<file path="config.mk">
export PLATFORM = sky130hd
export DESIGN_NAME = obs_overlap_accum_flat
export DESIGN_NICKNAME = d
export VERILOG_FILES = /design/src/rtl/obs_overlap_accum_if.sv /design/src/rtl/obs_overlap_accum.sv /design/src/flat_wrapper.sv
export SDC_FILE = /design/constraint.sdc
export NUM_CORES = 1
export LEC_CHECK = 0
export ABC_AREA = 1
export ABC_CLOCK_PERIOD_IN_PS = 4800
export CAP_MARGIN = 20
export CORE_MARGIN = 2
export CORE_UTILIZATION = 45
export CTS_CLUSTER_SIZE = 12
export DETAILED_ROUTE_END_ITERATION = 7
export GPL_TIMING_DRIVEN = 0
export PLACE_DENSITY = 0.79
export SYNTH_ARGS = -nofsm -noshare
export SYNTH_HDL_FRONTEND = slang
export SYNTH_SLANG_ARGS = --single-unit
</file>
<file path="constraint.sdc">
create_clock -name clk -period 4.8 [get_ports clk]
set_clock_uncertainty 0.2 [all_clocks]
set_input_delay 0.96 -clock clk [delete_from_list [all_inputs] [get_ports clk]]
set_output_delay 0.96 -clock clk [all_outputs]
set_load 0.05 [all_outputs]
</file>
<file path="src/rtl/obs_overlap_accum_if.sv">
// Handshake and status bundle between the shared sub-multiplier, the
// overlap accumulator and the downstream overlap/reduction stage.
interface obs_overlap_accum_if #(
    parameter int unsigned W = 25
);
    logic           abort;
    logic           in_valid;
    logic           in_ready;
    logic [1:0]     in_sel;
    logic [W-1:0]   in_data;
    logic           out_valid;
    logic           out_ready;
    logic [2*W:0]   out_data;
    logic [3:0]     beat_mask;
    logic           err_dup;

    // Producer/consumer side (sub-multiplier feed and downstream sink)
    modport master (
        output abort, in_valid, in_sel, in_data, out_ready,
        input  in_ready, out_valid, out_data, beat_mask, err_dup
    );

    // Accumulator side
    modport slave (
        input  abort, in_valid, in_sel, in_data, out_ready,
        output in_ready, out_valid, out_data, beat_mask, err_dup
    );
endinterface

</file>
<file path="src/rtl/obs_overlap_accum.sv">
// Overlap recombination: XOR-collects the EE/EO/OE/OO sub-products of a split
// GF(2) multiply (one beat each, any order) into the interleaved 2W+1-bit
// product and offers it downstream over valid/ready.
module obs_overlap_accum #(
    parameter int unsigned W = 25
) (
    input  logic                  clk,
    input  logic                  rst,
    obs_overlap_accum_if.slave    bus
);
    localparam int unsigned OW = 2 * W + 1;

    typedef enum logic {
        S_COLLECT = 1'b0,
        S_HOLD    = 1'b1
    } state_e;

    state_e          state_q, state_d;
    logic [OW-1:0]   acc_q, acc_d;
    logic [OW-1:0]   out_data_q, out_data_d;
    logic [3:0]      mask_q, mask_d;
    logic            out_valid_q, out_valid_d;
    logic            err_dup_q, err_dup_d;

    logic            in_ready_c;
    logic            accept_c;
    logic [3:0]      sel_bit_c;
    logic [OW-1:0]   mapped_c;

    // Ready only while collecting, not aborting, and out of reset
    always_comb begin
        in_ready_c = !rst && (state_q == S_COLLECT) && !bus.abort;
        accept_c   = bus.in_valid && in_ready_c;
        sel_bit_c  = 4'(4'b0001 << bus.in_sel);
    end

    // Place the beat's coefficients at their interleaved positions
    always_comb begin
        mapped_c = '0;
        for (int unsigned k = 0; k < W; k++) begin
            unique case (bus.in_sel)
                2'd0:    mapped_c[2*k]   = bus.in_data[k];
                2'd3:    mapped_c[2*k+2] = bus.in_data[k];
                default: mapped_c[2*k+1] = bus.in_data[k];
            endcase
        end
    end

    // Next state: collect beats, drop duplicates, hold result until taken
    always_comb begin
        state_d     = state_q;
        acc_d       = acc_q;
        mask_d      = mask_q;
        out_valid_d = out_valid_q;
        out_data_d  = out_data_q;
        err_dup_d   = 1'b0;

        unique case (state_q)
            S_COLLECT: begin
                if (bus.abort) begin
                    acc_d  = '0;
                    mask_d = '0;
                end else if (accept_c) begin
                    if ((mask_q & sel_bit_c) != 4'b0000) begin
                        err_dup_d = 1'b1;
                    end else begin
                        acc_d  = acc_q ^ mapped_c;
                        mask_d = mask_q | sel_bit_c;
                        if (mask_d == 4'b1111) begin
                            state_d     = S_HOLD;
                            out_data_d  = acc_d;
                            out_valid_d = 1'b1;
                        end
                    end
                end
            end
            S_HOLD: begin
                if (bus.out_ready) begin
                    state_d     = S_COLLECT;
                    acc_d       = '0;
                    mask_d      = '0;
                    out_valid_d = 1'b0;
                end
            end
            default: begin
                state_d = S_COLLECT;
            end
        endcase
    end

    // State and datapath registers
    always_ff @(posedge clk or posedge rst) begin
        if (rst) begin
            state_q     <= S_COLLECT;
            acc_q       <= '0;
            mask_q      <= '0;
            out_valid_q <= 1'b0;
            out_data_q  <= '0;
            err_dup_q   <= 1'b0;
        end else begin
            state_q     <= state_d;
            acc_q       <= acc_d;
            mask_q      <= mask_d;
            out_valid_q <= out_valid_d;
            out_data_q  <= out_data_d;
            err_dup_q   <= err_dup_d;
        end
    end

    assign bus.in_ready  = in_ready_c;
    assign bus.out_valid = out_valid_q;
    assign bus.out_data  = out_data_q;
    assign bus.beat_mask = mask_q;
    assign bus.err_dup   = err_dup_q;
endmodule
</file>
<file path="src/flat_wrapper.sv">
// flat-port wrapper written by rule: the top's interface ports become plain ports
module obs_overlap_accum_flat 
#(
    parameter int unsigned W = 25
)
  (clk, rst, bus_abort, bus_in_valid, bus_in_sel, bus_in_data, bus_out_ready, bus_in_ready, bus_out_valid, bus_out_data, bus_beat_mask, bus_err_dup);
  obs_overlap_accum_if #(.W(W)) bus_i ();
  input  logic clk;
  input  logic rst;
  input wire logic [$bits(bus_i.abort)-1:0] bus_abort;
  input wire logic [$bits(bus_i.in_valid)-1:0] bus_in_valid;
  input wire logic [$bits(bus_i.in_sel)-1:0] bus_in_sel;
  input wire logic [$bits(bus_i.in_data)-1:0] bus_in_data;
  input wire logic [$bits(bus_i.out_ready)-1:0] bus_out_ready;
  output wire logic [$bits(bus_i.in_ready)-1:0] bus_in_ready;
  output wire logic [$bits(bus_i.out_valid)-1:0] bus_out_valid;
  output wire logic [$bits(bus_i.out_data)-1:0] bus_out_data;
  output wire logic [$bits(bus_i.beat_mask)-1:0] bus_beat_mask;
  output wire logic [$bits(bus_i.err_dup)-1:0] bus_err_dup;
  assign bus_i.abort = bus_abort;
  assign bus_i.in_valid = bus_in_valid;
  assign bus_i.in_sel = bus_in_sel;
  assign bus_i.in_data = bus_in_data;
  assign bus_i.out_ready = bus_out_ready;
  assign bus_in_ready = bus_i.in_ready;
  assign bus_out_valid = bus_i.out_valid;
  assign bus_out_data = bus_i.out_data;
  assign bus_beat_mask = bus_i.beat_mask;
  assign bus_err_dup = bus_i.err_dup;
  obs_overlap_accum #(.W(W)) u_core (.clk(clk), .rst(rst), .bus(bus_i));
endmodule
</file>
==> out/metrics.yaml <==
endpoint_kind: "output pin"
hold-path-endpoint: "u_core.bus.out_data[32]"
timing.critical_path.slowest_stage_cell: "sky130_fd_sc_hd__clkdlybuf4s50_1"
grt_pass1_vias: 5027
drt_drc_violations_left: 0
syn_to_final_growth_pct: 24.8
synthTopCellsByArea: "sky130_fd_sc_hd__dfrtp_1 (48%), sky130_fd_sc_hd__nand2_1 (29%), sky130_fd_sc_hd__nand4_1 (5.8%)"
critPathMaxStageDelay_ns: 0.79
detail-route-antenna-nets: 0
finish.cell_count_without_fillers: 1037
crit-reg2reg-capture: "u_core.bus.out_data[6]"
fp.coreArea_um2: 12500
cts_max_path_buffers: 2
fill_cells: 1167
yosys.cell_types.count: 22
rsz0062_at_grt: "no"
synthDominantAreaCellType: "sky130_fd_sc_hd__dfrtp_1"
critical_path.n_buffers_inverters: 5
dr.pass1.iters: 6
switching_part_of_the_total_power_pct: 27.3
regToRegStartpoint: "u_core.state_q"
final_layout_size_suffix_gt1_share_pct: 6.71
synth_sequential_area_ratio_pct: 47.9
dieArea_um2: 13600
core.rowCount: 41
grt_pass1_wl_um: 24500
placedInstanceArea_um2: 6840
finalCoreUtilization_pct: 57.0
root_buffer: "sky130_fd_sc_hd__clkbuf_16"
maxCapViolCount: 0
routed-via-count: 5232
fmax_ghz: 0.223
synth_cells: 758
cts-hold-fix-buffers: 0
timing.reg2reg.setup_slack_ns: 2.90
grt_overflow: 0
drtIter0Drc: 468
cp_data_arrival_time_ns: 3.32
critPathMaxFanout: 10
yosys_warnings: 0
worst_pin_slew_ns: 0.878
postSynthRegisterBits: 109
port_buffers: 89
relSlewSlack_pct: 41.1
die_h_um: 116
worst_setup_path_start_kind: "primary input"
design.final.nets: 898
tritoncts_num_sinks: 109
period_needed_ns: 4.48
worstRegToRegCells: 9
grt_max_degree: 42
die_w_um: 116
clock_tree_from_tritoncts: "done"
flop_pwr_share_pct: 50.0
critPathMostFrequentCell: "sky130_fd_sc_hd__clkdlybuf4s50_1"
finalWeightedCongestion: 0.857
internal-power_w: 0.00138
min_delay_path_depth: 2
floorplan.initialDensity_pct: 45.6
place.detailed.hpwl_um: 10500
post-cts-setup-buffers: 0
timing.setup.critical_path_class: "in -> out"
vias_per_cell: 5.05
p_switching_w: 0.000520
holdCritPathClass: "reg -> reg"
startpoint_of_the_tightest_hold_check_path: "u_core.bus.out_data[32]"
pwr_density_cell_nw_per_um2: 268
final_hold_violating_endpoints: 0
cts-htree-levels: 3
comb_power_share_pct: 14.8
post-place-ws_ns: 0.126
postRouteWirelength_um: 15000
required_ns: 3.64
report.final.slew_viol_count: 0
timing.hold.ws_ns: 0.275
synthDominantCellAreaShare_pct: 47.9
period_share_pct: 93.3
post_synth_instance_area_um2: 5690
cts_repair_resize_count: 0
antenna-diode-count: 0
numPlacedInstances: 1021
cellLeakagePower_nw: 3.83
irDropWorstVdd_mv: 0.147
number_of_i_o_pins: 90
numCtsBuffers: 9
fin_ws_ns: 0.321
status: "completed"
avgSynthCellArea_um2: 7.51
p_clk_share_pct: 35.2
crit_chain: "clkdlybuf4s50_1 > nor2_2 > buf_2 > clkbuf_1 > nand2_1 > inv_1 > clkdlybuf4s50_1"
clkTransAtPathRegs_ns: 0.06
routedWlPerCell_um: 14.4
synthesis.nets: 795
clock_insertion_delay_worst_skew_ns: 0.35
antenna_violations_before_repair: 0
grt.total_usage_pct: 23.2
worst_path_dominant_cell_family: "buffers and inverters"
timing.final.setup_violations: 0
final_design_area_no_fill_um2: 7100
synth_stat cells:
master and n:
sky130_fd_sc_hd__xor2_1 2, sky130_fd_sc_hd__xnor2_1 25, sky130_fd_sc_hd__ha_1 5, sky130_fd_sc_hd__buf_6 8, sky130_fd_sc_hd__nand3b_1 20, sky130_fd_sc_hd__nand4_1 53, sky130_fd_sc_hd__nand2_2 3, sky130_fd_sc_hd__nand3_2 1
sky130_fd_sc_hd__o21ai_0 2, sky130_fd_sc_hd__or2_2 2, sky130_fd_sc_hd__nand2_1 438, sky130_fd_sc_hd__nand3_1 10, sky130_fd_sc_hd__dfrtp_1 109, sky130_fd_sc_hd__clkbuf_1 14, sky130_fd_sc_hd__nor2_2 1, sky130_fd_sc_hd__buf_4 1
sky130_fd_sc_hd__nor2_4 1, sky130_fd_sc_hd__inv_1 33, sky130_fd_sc_hd__or2_1 2, sky130_fd_sc_hd__inv_2 2, sky130_fd_sc_hd__nor2_1 5, sky130_fd_sc_hd__buf_2 21
cells in the final DEF (no fill, tap or decap), types with 2 or more instances in the layout:
cell type,n
sky130_fd_sc_hd__buf_12,2
sky130_fd_sc_hd__nor2_1,5
sky130_fd_sc_hd__nand2_2,3
sky130_fd_sc_hd__clkdlybuf4s50_1,89
sky130_fd_sc_hd__inv_2,2
sky130_fd_sc_hd__xnor2_1,25
sky130_fd_sc_hd__xor2_1,2
sky130_fd_sc_hd__or2_2,2
sky130_fd_sc_hd__dfrtp_1,109
sky130_fd_sc_hd__clkbuf_1,15
sky130_fd_sc_hd__nand3b_1,20
sky130_fd_sc_hd__buf_2,21
sky130_fd_sc_hd__or2_1,2
sky130_fd_sc_hd__clkinv_2,4
sky130_fd_sc_hd__ha_1,5
sky130_fd_sc_hd__nand4_1,53
sky130_fd_sc_hd__o21ai_0,2
sky130_fd_sc_hd__nand2_1,438
sky130_fd_sc_hd__nand3_1,10
sky130_fd_sc_hd__inv_1,32
sky130_fd_sc_hd__clkbuf_16,9
sky130_fd_sc_hd__buf_6,8
sequential cells by signal (all words and copies together), names as in the netlist:
register and cells:
u_core.acc_q 51, u_core.bus.out_data 51, u_core.bus.beat_mask 4, u_core.bus.err_dup 1, u_core.bus.out_valid 1, u_core.state_q 1
worst min-delay path: cells and delay by family (launching register included):
| kind | cells | cell delay (ns) |
|---|---|---|
| AND/OR/NAND/NOR | 2 | 0.10 |
| flip-flops | 1 | 0.34 |
logic make-up (layout without fill, tap and decap cells):
family | Yosys count | count (layout) | share of synthesized area, %
simple gates | 536 | 536 | 39.8
flops | 109 | 109 | 47.9
buf+inv | 79 | 186 | 6.80
xor+xnor | 27 | 27 | 4.16
fa+ha+maj | 5 | 5 | 1.10
compound gates | 2 | 2 | 0.176
through the flow:
step | TNS [ns] | power [W]
2_1_floorplan | 0 | 0.00114
3_3_place_gp | -48.78 | 0.00124
3_5_place_dp | 0 | 0.00125
4_1_cts | 0 | 0.00191
5_1_grt | 0 | 0.00199
6_report | 0 | 0.00190
area by class of cell:
cell class / instances / area (um2) / share of cell area [%]
sequential: 109 / 2730 / 38.4
timing repair buffer: 91 / 931 / 13.1
timing repair inverter: 1 / 5.00 / 0.0705
clock buffer: 10 / 229 / 3.22
clock inverter: 5 / 28.8 / 0.405
buffer: 44 / 255 / 3.59
inverter: 35 / 135 / 1.90
multi-input combinational: 570 / 2570 / 36.3
tap: 172 / 215 / 3.03
how the worst max path moves through the flow:
| stage | depth (start not counted) | from | slack, ns | endpoint |
|---|---|---|---|---|
| final | 7 | bus_abort | 0.32 | bus_in_ready |
| after global routing | 7 | bus_abort | 0.24 | bus_in_ready |
| after CTS | 6 | rst | 0.13 | bus_in_ready |
| after detailed placement | 6 | rst | 0.13 | bus_in_ready |
| after global placement | 5 | rst | -1.11 | bus_in_ready |
| after floorplan | 3 | rst | 0.66 | bus_in_ready |
layer usage:
| layer | up-vias | track usage, % | share of wire (%) |
|---|---|---|---|
| met5 | - | 0 | 0 |
| met4 | 0 | 6.43 | 1.3 |
| met2 | 178 | 37.6 | 47 |
| met3 | 18 | 5.09 | 7.0 |
| li1 | 2569 | - | - |
| met1 | 2467 | 31.7 | 44 |
power groups by stage:
stage | Sequential [W] | Combinational, W | Clock [W]
6_report | 0.000951 | 0.000282 | 0.000670
5_1_grt | 0.000953 | 0.000312 | 0.000723
4_1_cts | 0.000950 | 0.000280 | 0.000685
3_5_place_dp | 0.000968 | 0.000278 | 0
3_3_place_gp | 0.000967 | 0.000271 | 0
2_1_floorplan | 0.000992 | 0.000153 | 0
No activity file was read; power rests on OpenSTA's default activity.
